`config.mk`:
```
export PLATFORM = sky130hd
export DESIGN_NAME = map_port_arbiter
export DESIGN_NICKNAME = d
export VERILOG_FILES = /design/src/rtl/map_port_arbiter.sv
export SDC_FILE = /design/constraint.sdc
export NUM_CORES = 1
export LEC_CHECK = 0
export CAP_MARGIN = 20
export CORE_MARGIN = 2
export CORE_UTILIZATION = 30
export DETAILED_ROUTE_END_ITERATION = 10
export GPL_ROUTABILITY_DRIVEN = 0
export GPL_TIMING_DRIVEN = 0
export PLACE_DENSITY = 0.75
export SLEW_MARGIN = 20
export SYNTH_ARGS = -nofsm -noshare
export SYNTH_HDL_FRONTEND = slang
export SYNTH_SLANG_ARGS = --single-unit
```
`constraint.sdc`:
```
create_clock -name clk -period 2.3 [get_ports clk]
set_clock_uncertainty 0.2 [all_clocks]
set_input_delay 0.46 -clock clk [delete_from_list [all_inputs] [get_ports clk]]
set_output_delay 0.46 -clock clk [all_outputs]
set_load 0.02 [all_outputs]
```
`src/rtl/map_port_arbiter.sv`:
```
// map_port_arbiter: round-robin sharing of the map ROM collision-read port.
// Requesters present row/column addresses; one is granted per clock, the
// address is registered toward the ROM, and a tag pipeline matched to the
// ROM read latency routes the returned pixel byte back to its requester.
//
// Request/grant handshake: a requester raises req[i] with a stable address
// and keeps both unchanged until it sees gnt[i]=1 in some cycle; that cycle's
// rising edge accepts the request. Before that edge it either drops req[i] or
// presents its next address. Dropping req[i] before a grant is harmless.
// There is no backpressure on responses: rsp_valid is a one-cycle pulse.
module map_port_arbiter #(
  parameter int NUM_REQ      = 4,
  parameter int READ_LATENCY = 2,
  parameter int ADDR_W       = 10
) (
  input  logic                      clk,
  input  logic                      reset,
  input  logic [NUM_REQ-1:0]        req,
  input  logic [NUM_REQ*ADDR_W-1:0] req_col,
  input  logic [NUM_REQ*ADDR_W-1:0] req_row,
  input  logic                      hold,
  output logic [NUM_REQ-1:0]        gnt,
  output logic [ADDR_W-1:0]         map_col_addr,
  output logic [ADDR_W-1:0]         map_row_addr,
  input  logic [7:0]                map_data,
  output logic [NUM_REQ-1:0]        rsp_valid,
  output logic [7:0]                rsp_data,
  output logic                      busy
);

  localparam int IDW = (NUM_REQ > 1) ? $clog2(NUM_REQ) : 1;

  // Arbitration pointer and registered ROM address.
  logic [IDW-1:0]    last_q, last_d;
  logic [ADDR_W-1:0] col_q, col_d;
  logic [ADDR_W-1:0] row_q, row_d;

  // Tag pipeline: one valid bit and requester ID per ROM latency stage.
  logic [READ_LATENCY-1:0] pipe_vld_q;
  logic [IDW-1:0]          pipe_id_q [READ_LATENCY];

  // Response registers.
  logic [NUM_REQ-1:0] rsp_valid_q, rsp_valid_d;
  logic [7:0]         rsp_data_q, rsp_data_d;

  // Arbitration results.
  logic           win_found;
  logic [IDW-1:0] win_id;
  logic           grant_en;

  // Round-robin search starting just above the last winner, wrapping.
  always_comb begin
    logic [IDW-1:0] idx_w;
    win_found = 1'b0;
    win_id    = '0;
    idx_w     = '0;
    for (int k = 1; k <= NUM_REQ; k++) begin
      idx_w = IDW'((int'(last_q) + k) % NUM_REQ);
      if (!win_found && req[idx_w]) begin
        win_found = 1'b1;
        win_id    = idx_w;
      end
    end
    // No grant while held off or while reset is asserted.
    grant_en = win_found && !hold && reset;
    gnt      = grant_en ? (NUM_REQ'(1) << win_id) : '0;
  end

  // Next-state for pointer, ROM address and response registers.
  always_comb begin
    last_d      = last_q;
    col_d       = col_q;
    row_d       = row_q;
    rsp_valid_d = '0;
    rsp_data_d  = rsp_data_q;
    if (grant_en) begin
      last_d = win_id;
      col_d  = req_col[win_id*ADDR_W +: ADDR_W];
      row_d  = req_row[win_id*ADDR_W +: ADDR_W];
    end
    // The final tag stage lines up with valid ROM data on this edge.
    if (pipe_vld_q[READ_LATENCY-1]) begin
      rsp_valid_d = NUM_REQ'(1) << pipe_id_q[READ_LATENCY-1];
      rsp_data_d  = map_data;
    end
  end

  // State registers; reset discards all in-flight tags.
  always_ff @(posedge clk or negedge reset) begin
    if (!reset) begin
      last_q      <= IDW'(NUM_REQ - 1);
      col_q       <= '0;
      row_q       <= '0;
      pipe_vld_q  <= '0;
      for (int s = 0; s < READ_LATENCY; s++) pipe_id_q[s] <= '0;
      rsp_valid_q <= '0;
      rsp_data_q  <= '0;
    end else begin
      last_q        <= last_d;
      col_q         <= col_d;
      row_q         <= row_d;
      pipe_vld_q[0] <= grant_en;
      pipe_id_q[0]  <= win_id;
      for (int s = 1; s < READ_LATENCY; s++) begin
        pipe_vld_q[s] <= pipe_vld_q[s-1];
        pipe_id_q[s]  <= pipe_id_q[s-1];
      end
      rsp_valid_q <= rsp_valid_d;
      rsp_data_q  <= rsp_data_d;
    end
  end

  assign map_col_addr = col_q;
  assign map_row_addr = row_q;
  assign rsp_valid    = rsp_valid_q;
  assign rsp_data     = rsp_data_q;
  assign busy         = (|pipe_vld_q) || (|rsp_valid_q);

endmodule

```
==> results of run 1 <==
[cell usage in the layout (no fill, tap or decap), drive strengths merged, types with 3 or more instances in the layout]
| master | n |
|---|---|
| clkdlybuf4s50 | 121 |
| o221ai | 20 |
| mux2 | 8 |
| dlygate4sd3 | 3 |
| nor2 | 9 |
| a21oi | 3 |
| buf | 22 |
| mux2i | 41 |
| clkbuf | 8 |
| inv | 4 |
| dlygate4sd2 | 4 |
| dfrtp | 38 |
| nand2 | 30 |
[sequential cells by signal, summed over array words and instances (netlist names)]
register / cells
last_q: 2
map_col_addr: 10
map_row_addr: 10
pipe_id_q: 4
pipe_vld_q: 2
rsp_data: 8
rsp_valid: 4
[routing by layer]
metal	wire length (um)	vias to the layer above	track usage (%)
met5	0	-	0
li1	-	942	-
met2	3410	67	30.7
met4	36	0	2.98
met1	2460	910	19.2
met3	355	4	4.76
[synthesized netlist by cell type]
cell	instances	area (um^2)
and3_1	1	6.26
dfrtp_1	38	951
nor2b_2	1	8.76
nand2_2	1	6.26
mux2_2	8	90.1
dfstp_2	2	52.6
buf_12	3	60.1
mux2i_1	41	410
a21oi_1	2	10.0
nor3b_1	1	7.51
nor4_1	1	6.26
nor2_1	9	33.8
nand2b_1	2	12.5
buf_6	2	22.5
nand2_1	29	109
nand3b_1	1	7.51
o221a_1	1	11.3
buf_8	1	15.0
clkbuf_1	4	15.0
o21ai_0	1	5.00
a21oi_2	1	8.76
inv_1	3	11.3
buf_2	3	15.0
o221ai_1	20	175
a31oi_1	1	6.26
[critical path, stage by stage, from the launching register on]
cell	delay (ps)
dfstp_2	620
mux2i_1	200
o221a_1	260
buf_8	130
inv_4	40
nor2_4	110
buf_6	120
[stage by stage]
step	hold slack [ps]	instances	cell area [um^2]	setup TNS (ps)	util, %
finish	156	406	3760	-510	55.9
floorplan	-35.6	177	2060	-7.73	-
detailed placement	135	389	3480	-10370	51.8
global route	163	406	3760	-1060	55.9
global placement	134	388	3470	-69560	51.6
CTS	157	407	3750	-652	55.8
[cells by family after synthesis]
kind of cell | share of synthesized area (%)
mux | 24.3
simple gates | 9.61
flops | 48.8
compound gates | 10.5
buf+inv | 6.75
[how the worst max path moves through the flow]
stage              to  slack, ps  depth (start not counted)      start
2_1_floorplan  gnt[0]         -4                          7  last_q[1]
3_3_place_gp   gnt[2]      -2640                          7      reset
3_5_place_dp   gnt[2]      -1030                          9     req[3]
4_1_cts        gnt[3]       -170                          7  last_q[1]
5_1_grt        gnt[0]       -240                          6  last_q[1]
6_report       gnt[0]       -140                          6  last_q[1]
[power groups by stage]
stage | clock (W) | combinational, W | sequential (W)
floorplan | 0 | 0.000459 | 0.00111
global placement | 0 | 0.00116 | 0.000953
detailed placement | 0 | 0.00118 | 0.000960
CTS | 0.000616 | 0.00123 | 0.000957
global route | 0.000660 | 0.00129 | 0.000976
finish | 0.000605 | 0.00121 | 0.000956
[timing repair]
| action | 4_1_cts | 5_1_grt |
|---|---|---|
| hold buffers | 4 | 0 |
| gates resized for setup | 46 | 6 |
| endpoints found under the setup margin | 15 | 13 |
| cloned | 0 | 0 |
| buffers inserted | 8 | 0 |
| hold endpoints to repair | 12 | 0 |
| pin swaps | 4 | 2 |
[final cells by class]
cell class | count | area (um^2)
clock buffer | 5 | 68.8
sequential | 40 | 1000
fill | 598 | 2960
buffer | 10 | 118
tap | 80 | 100
timing repair buffer | 144 | 1450
clock inverter | 3 | 46.3
inverter | 3 | 13.8
multi-input combinational | 121 | 962
==> results.yml, run 1 <==
clock_network:
  clk_path_buf_depth: 2
  htreeDepth: 2
  clock_latency_ps: 300
  clk_pin_slew_ps: 90
  root_buffer: "clkbuf_8"
  clkSinkCount: 40
  cts_tree: "yes"
  numCtsBuffers: 5
cells_and_area:
  drive_above_1_share_pct: 16.6
  fin_nets: 420
  syn_to_final_growth_pct: 82.7
  antennaDiodeCount: 0
die:
  core_area_um2: 6720
  start_util_pct: 30.6
  row_count: 30
  die_area_um2: 7540
  pin_count: 132
  die_y_um: 86.8
  fp.dieW_um: 86.8
timing:
  fin_crit_sh_pct: 106
  fmax_mhz: 410
  finalMaxSlewViolations: 0
  finalHoldViolations: 0
  fin_crit_ps: 2440
  setup_viol: 4
  worst_slack_ps: -142
  rsz0062_at_grt: "yes"
  worst_slew_pin_slew_ps: 560
  maxSlewHeadroom_pct: 62.6
global_routing:
  grt_pass1_wl_mm: 9.56
  grt_pass1_vias: 1941
  grt_usage_pct: 16.7
  grt_antenna_before_repair: 0
  grt_overflow: 0
  grt_max_degree: 27
drt:
  drc: 0
  vias_per_cell: 4.74
  vias: 1923
  drt-initial-drc-count: 30
  drt-wirelength-per-cell_um: 15.4
  wl_mm: 6.26
  final_antenna_net_count: 0
  firstDrtPassIters: 4
power:
  p_int_w: 0.00186
  sequentialPowerShare_pct: 34.6
  p_clk_share_pct: 21.9
  p_sw_w: 0.000909
  p_leak_nw: 1.64
  p_sw_share_pct: 32.9
  power.density_nw_per_um2: 736
  power_frac_comb_pct: 43.6
  fin_total_pwr_w: 0.00277
  vdd_drop_max_mv: 0.350
min_path:
  hold_class: "reg2reg"
  min_to: "pipe_id_q[0]"
  hold_depth: 0
  worstHoldStart: "pipe_id_q[2]"
logic_synthesis:
  syn_inst: 177
  yosysWarnings: 0
  ys_seq_elements: 40
  synthesis.area_um2: 2060
  syn_nets: 272
  synth_cell_types: 25
  syn_area_per_cell_um2: 11.6
  ys_seq_area_share_pct: 48.8
placement:
  dp_slack_ps: -1030
  port_buffers: 131
  dpl.hpwl_mm: 4.77
setup_path:
  r2r_slack_ps: 100
  cp-start-kind: "flip-flop"
  worst-setup-path-type: "reg2out"
  cp_max_fo: 7
  worstPathArrival_ps: 1780
  r2r-end: "map_row_addr[9]"
  worstPathRequired_ps: 1640
  rr_worst_depth: 6
  crit_path_end_kind: "primary output"
  reg2reg_from: "last_q[1]"
run_status:
  violations: "setup timing"
  status: "finished, violations left"
run:
  maxCapViolations: 0
Note: power is estimated with default switching activity, not from simulation.
==> run 2, diff against run 1 <==
--- a/config.mk
+++ b/config.mk
@@ -6,8 +6,8 @@
 export NUM_CORES = 1
 export LEC_CHECK = 0
 export CAP_MARGIN = 20
-export CORE_MARGIN = 2
 export CORE_UTILIZATION = 30
+export CTS_BUF_LIST = sky130_fd_sc_hd__clkbuf_4 sky130_fd_sc_hd__clkbuf_8
 export DETAILED_ROUTE_END_ITERATION = 10
 export GPL_ROUTABILITY_DRIVEN = 0
 export GPL_TIMING_DRIVEN = 0
==> run 2 against run 1 <==
The run ends with DRC, setup timing left. Routed wire length down 3.1%. Count of clock-buffer cells in the layout grew 3. Worst hold slack worse by 4.9 ps. Via count is 3.5% higher. First-iteration DRC count is 130% higher. Sequential cell count unchanged. Global-route usage rose by 1.2 points. Critical path type unchanged.
==> results.yml, run 2 (same netlist as run 1, synthesis figures left out) <==
setup_path:
  crit_slowest_cell: "dfstp_2"
  worstSetupEndpoint: "gnt[1]"
  crit_path_end_kind: "primary output"
  worstPathRequired_ps: 1640
  worst_path_most_repeated_cell: "buf_6"
  worstPathArrival_ps: 1790
  worst-setup-path-type: "reg2out"
  path_cells: "mux2i_1 > o221a_1 > buf_6 > buf_8 > buf_6 > nor2_4 > buf_6"
  max_stage_delay_ps: 610
  cp-start-kind: "flip-flop"
  rr_worst_depth: 7
  reg2reg_from: "last_q[1]"
  startpoint: "last_q[1]"
  cp_max_fo: 7
  r2r_slack_ps: 40
  r2r-end: "map_col_addr[8]"
min_path:
  hold_class: "reg2reg"
  worstHoldStart: "pipe_id_q[2]"
clock_network:
  root_buffer: "clkbuf_8"
  cts_tree: "yes"
  clk_pin_slew_ps: 70
  clk_path_buf_depth: 2
  clkSinkCount: 40
  clock_latency_ps: 280
  numCtsBuffers: 5
  htreeDepth: 2
placement:
  dpl.hpwl_mm: 4.61
  port_buffers: 131
cells_and_area:
  final_cell_mix: "121 x clkdlybuf4s50_1, 40 x mux2i_1, 37 x dfrtp_1"
  fin_util_pct: 58.0
  n_fill_cell: 595
  drive_above_1_share_pct: 18.1
  fin_nets: 425
  final_common_cell: "clkdlybuf4s50_1"
  antennaDiodeCount: 0
  syn_to_final_growth_pct: 83.3
run:
  maxCapViolations: 0
die:
  row_count: 29
  fp.dieW_um: 84.8
  start_util_pct: 31.7
  core_area_um2: 6490
  pin_count: 132
  die_y_um: 84.8
  die_area_um2: 7190
global_routing:
  grt_pass1_wl_mm: 9.81
  grt_max_degree: 29
  grt_pass1_vias: 2031
  grt_usage_pct: 17.8
  grt_overflow: 0
  grt_antenna_before_repair: 0
drt:
  drt-wirelength-per-cell_um: 14.9
  drc: 7
  vias_per_cell: 4.88
  wl_mm: 6.06
  firstDrtPassIters: 7
  drt-initial-drc-count: 69
  final_antenna_net_count: 0
  vias: 1990
timing:
  fin_setup_tns_ps: -464
  fin_crit_sh_pct: 106
  rsz0062_at_grt: "yes"
  maxSlewHeadroom_pct: 63.6
  fin_crit_ps: 2450
  fmax_mhz: 409
  worst_slew_pin_slew_ps: 545
  finalHoldViolations: 0
  worst_slack_ps: -146
  setup_viol: 4
  finalMaxSlewViolations: 0
power:
  p_int_w: 0.00180
  power.density_nw_per_um2: 709
  p_sw_share_pct: 32.6
  sequentialPowerShare_pct: 35.7
  vdd_drop_max_mv: 0.273
  p_leak_nw: 1.65
  power_frac_comb_pct: 46.4
  p_clk_share_pct: 17.9
  p_sw_w: 0.000871
run_status:
  violations: "DRC, setup timing"
  status: "finished, violations left"
-- run 2: what timing repair did --
item / in CTS / in global routing
pin swaps: 5 / 4
endpoints found under the hold margin: 10 / 0
hold buffers: 3 / 0
endpoints found under the setup margin: 15 / 16
resized for setup: 51 / 4
buffers inserted: 11 / 4
gates cloned: 0 / 0
-- run 2: worst min path at each step --
stage	end	cells after the start
detailed placement	pipe_id_q[0]	0
global route	pipe_id_q[0]	0
floorplan	map_col_addr[0]	0
finish	pipe_id_q[0]	0
global placement	pipe_id_q[1]	0
CTS	pipe_id_q[0]	0
-- run 2: power by group through the flow --
stage	clock, W	combinational, W	sequential, W
final	0.000478	0.00124	0.000954
after global routing	0.000527	0.00132	0.000976
after global placement	0	0.00117	0.000949
after CTS	0.000498	0.00124	0.000957
after detailed placement	0	0.00118	0.000958
after floorplan	0	0.000459	0.00111
-- run 2: cell type report --
type                    instances  area [um^2]  area share (%)
well taps                      77         96.3            2.56
repair buffers                148         1460            38.7
clock buffers                   8         91.3            2.42
flip-flops and latches         40         1000            26.7
inverters                       3         16.3           0.431
multi-input cells             121          975            25.9
plain buffers                  11          129            3.42
-- run 2: critical path: cells and delay by family, from the launching register on --
kind / cells / cell delay (ps)
flip-flops: 1 / 610
AO/OA/AOI/OAI: 1 / 210
buffers and inverters: 4 / 450
multiplexers: 1 / 210
AND/OR/NAND/NOR: 1 / 30
-- run 2: per-layer routing --
layer  wire, um  global-route usage [%]  vias to the layer above
li1           -                       -                      953
met1       2430                    22.0                      945
met2       3050                    30.2                       90
met3        544                    5.90                        2
met4         36                    4.62                        0
met5          0                       0                        -
-- run 2: per-stage QoR --
step	cell area [um^2]	setup slack [ps]	hold WS [ps]	total power (W)	std cells
floorplan	2060	-3.87	-35.6	0.00157	177
global placement	3460	-2600	132	0.00211	385
detailed placement	3480	-1030	141	0.00214	386
CTS	3740	-145	152	0.00270	406
global route	3770	-238	149	0.00282	408
finish	3770	-146	151	0.00267	408
==> run 3, diff against run 2 <==
--- a/config.mk
+++ b/config.mk
@@ -16,3 +16,4 @@
 export SYNTH_ARGS = -nofsm -noshare
 export SYNTH_HDL_FRONTEND = slang
 export SYNTH_SLANG_ARGS = --single-unit
+export TNS_END_PERCENT = 10
==> run 3 against run 2 <==
The run still ends with DRC, setup timing left. Count of clock-buffer cells in the layout unchanged. Global-route usage unchanged. First-iteration DRC count increased by 1.4%. Sequential share of layout area decreased by 0.19 points. Clock power about the same. Fmax decreased by 0.19%. Design area increased by 0.73%. Via count increased by 0.70%. Critical path type unchanged. Critical endpoint unchanged. Highest routed layer unchanged.
==> results.yml, run 3 (same netlist as run 1, synthesis figures left out) <==
clock_network:
  numCtsBuffers: 5
  clock_latency_ps: 280
  clk_pin_slew_ps: 70
  root_buffer: "clkbuf_8"
  htreeDepth: 2
  clkSinkCount: 40
  cts_tree: "yes"
  clk_path_buf_depth: 2
global_routing:
  grt.busiest_layer: "met2"
  grt_antenna_before_repair: 0
  use_met3_pct: 5.90
  gr-usage-met2_pct: 30.2
  grt_overflow: 0
  grt_usage_pct: 17.8
  use_met1_pct: 22.0
  grt_pass1_vias: 2031
  grt_max_degree: 29
  grt_pass1_wl_mm: 9.81
placement:
  port_buffers: 131
  dp_slack_ps: -1030
  placedCellCount: 386
  dpl.hpwl_mm: 4.61
drt:
  firstDrtPassIters: 10
  wl_mm: 6.13
  final_antenna_net_count: 0
  drt-wirelength-per-cell_um: 15.0
  drt-initial-drc-count: 70
  vias: 2004
  drc: 7
  vias_per_cell: 4.90
power:
  vdd_drop_max_mv: 0.300
  p_int_w: 0.00183
  p_leak_nw: 1.66
  sequentialPowerShare_pct: 35.3
  power_frac_comb_pct: 47.0
  p_sw_share_pct: 32.5
  p_clk_share_pct: 17.7
  p_sw_w: 0.000880
  power.density_nw_per_um2: 713
setup_path:
  reg2reg_from: "last_q[1]"
  crit_path_end_kind: "primary output"
  cp_max_fo: 7
  worst-setup-path-type: "reg2out"
  max_stage_delay_ps: 620
  cp-start-kind: "flip-flop"
  rr_worst_depth: 8
  crit_slowest_cell: "dfstp_2"
  cp_top_family: "flip-flops"
  crit_buf_inv: 4
  path_cells: "mux2i_1 > o221a_1 > buf_6 > buf_8 > buf_6 > nor2_4 > buf_6"
  r2r_slack_ps: 40
  worstPathArrival_ps: 1790
  worstPathRequired_ps: 1640
  worst-path-stages: 7
  r2r-end: "map_row_addr[7]"
  worst_path_most_repeated_cell: "buf_6"
die:
  fp.dieW_um: 84.8
  row_count: 29
  core_area_um2: 6490
  pin_count: 132
  start_util_pct: 31.7
  die_y_um: 84.8
  die_area_um2: 7190
timing:
  fin_crit_sh_pct: 107
  maxSlewHeadroom_pct: 63.7
  worst_slew_pin_slew_ps: 544
  fin_crit_ps: 2450
  setup_viol: 4
  fin_setup_tns_ps: -483
  finalMaxSlewViolations: 0
  fmax_mhz: 408
  finalHoldViolations: 0
  rsz0062_at_grt: "yes"
  worst_slack_ps: -150
run_status:
  violations: "DRC, setup timing"
  status: "finished, violations left"
cells_and_area:
  syn_to_final_growth_pct: 84.6
  final_common_cell: "clkdlybuf4s50_1"
  fin_nets: 426
  final_cell_mix: "121 x clkdlybuf4s50_1, 39 x mux2i_1, 37 x dfrtp_1"
  seq_area_um2: 1000
  multi_input_area_um2: 978
  antennaDiodeCount: 0
  n_fill_cell: 593
  stdcell_count: 409
  drive_above_1_share_pct: 18.7
run:
  maxCapViolations: 0
min_path:
  hold_depth: 0
  min_to: "pipe_id_q[0]"
  worstHoldStart: "pipe_id_q[2]"
  hold_class: "reg2reg"
-- run 3: power by group through the flow --
stage | clock network, W | registers [W] | logic, W
after global routing | 0.000528 | 0.000976 | 0.00135
after detailed placement | 0 | 0.000958 | 0.00118
after global placement | 0 | 0.000949 | 0.00117
after floorplan | 0 | 0.00111 | 0.000459
after CTS | 0.000498 | 0.000957 | 0.00124
final | 0.000478 | 0.000955 | 0.00127
-- run 3: layer usage --
| metal | part of all wire [%] | vias up |
|---|---|---|
| li1 | - | 953 |
| met1 | 40 | 954 |
| met2 | 50 | 95 |
| met3 | 9.2 | 2 |
| met4 | 0.59 | 0 |
| met5 | 0 | - |
-- run 3: worst max path at each step --
| stage | from | to | slack [ps] |
|---|---|---|---|
| 3_3_place_gp | reset | gnt[3] | -2600 |
| 3_5_place_dp | req[0] | gnt[0] | -1030 |
| 5_1_grt | last_q[1] | gnt[1] | -240 |
| 4_1_cts | last_q[1] | gnt[0] | -150 |
| 6_report | last_q[1] | gnt[1] | -150 |
| 2_1_floorplan | last_q[1] | gnt[0] | -4 |
-- run 3: metrics by stage --
stage,cell area (um^2),hold slack [ps],utilization (%),total power (W)
global placement,3460,132,53.3,0.00211
detailed placement,3480,141,53.6,0.00214
finish,3800,151,58.5,0.00271
global route,3800,149,58.5,0.00285
CTS,3740,152,57.6,0.00270
floorplan,2060,-35.6,-,0.00157
-- run 3: worst register-to-register path, delay by kind of cell (launching register included) --
family	cells	cell delay [ps]
buf+inv	4	500
compound gates	2	370
mux	2	460
flops	1	620
-- run 3: cell type report --
type | count | area share, %
plain buffers | 11 | 3.39
clock buffers | 8 | 2.41
inverters | 3 | 0.428
multi-input cells | 121 | 25.8
flip-flops and latches | 40 | 26.5
well taps | 77 | 2.54
repair buffers | 149 | 39.0
-- run 3: repair_timing --
item	4_1_cts	5_1_grt
hold buffers	3	0
pin swaps	5	8
gates resized for setup	51	9
setup buffers	11	3
endpoints found under the setup margin	15	16
endpoints found under the hold margin	10	0
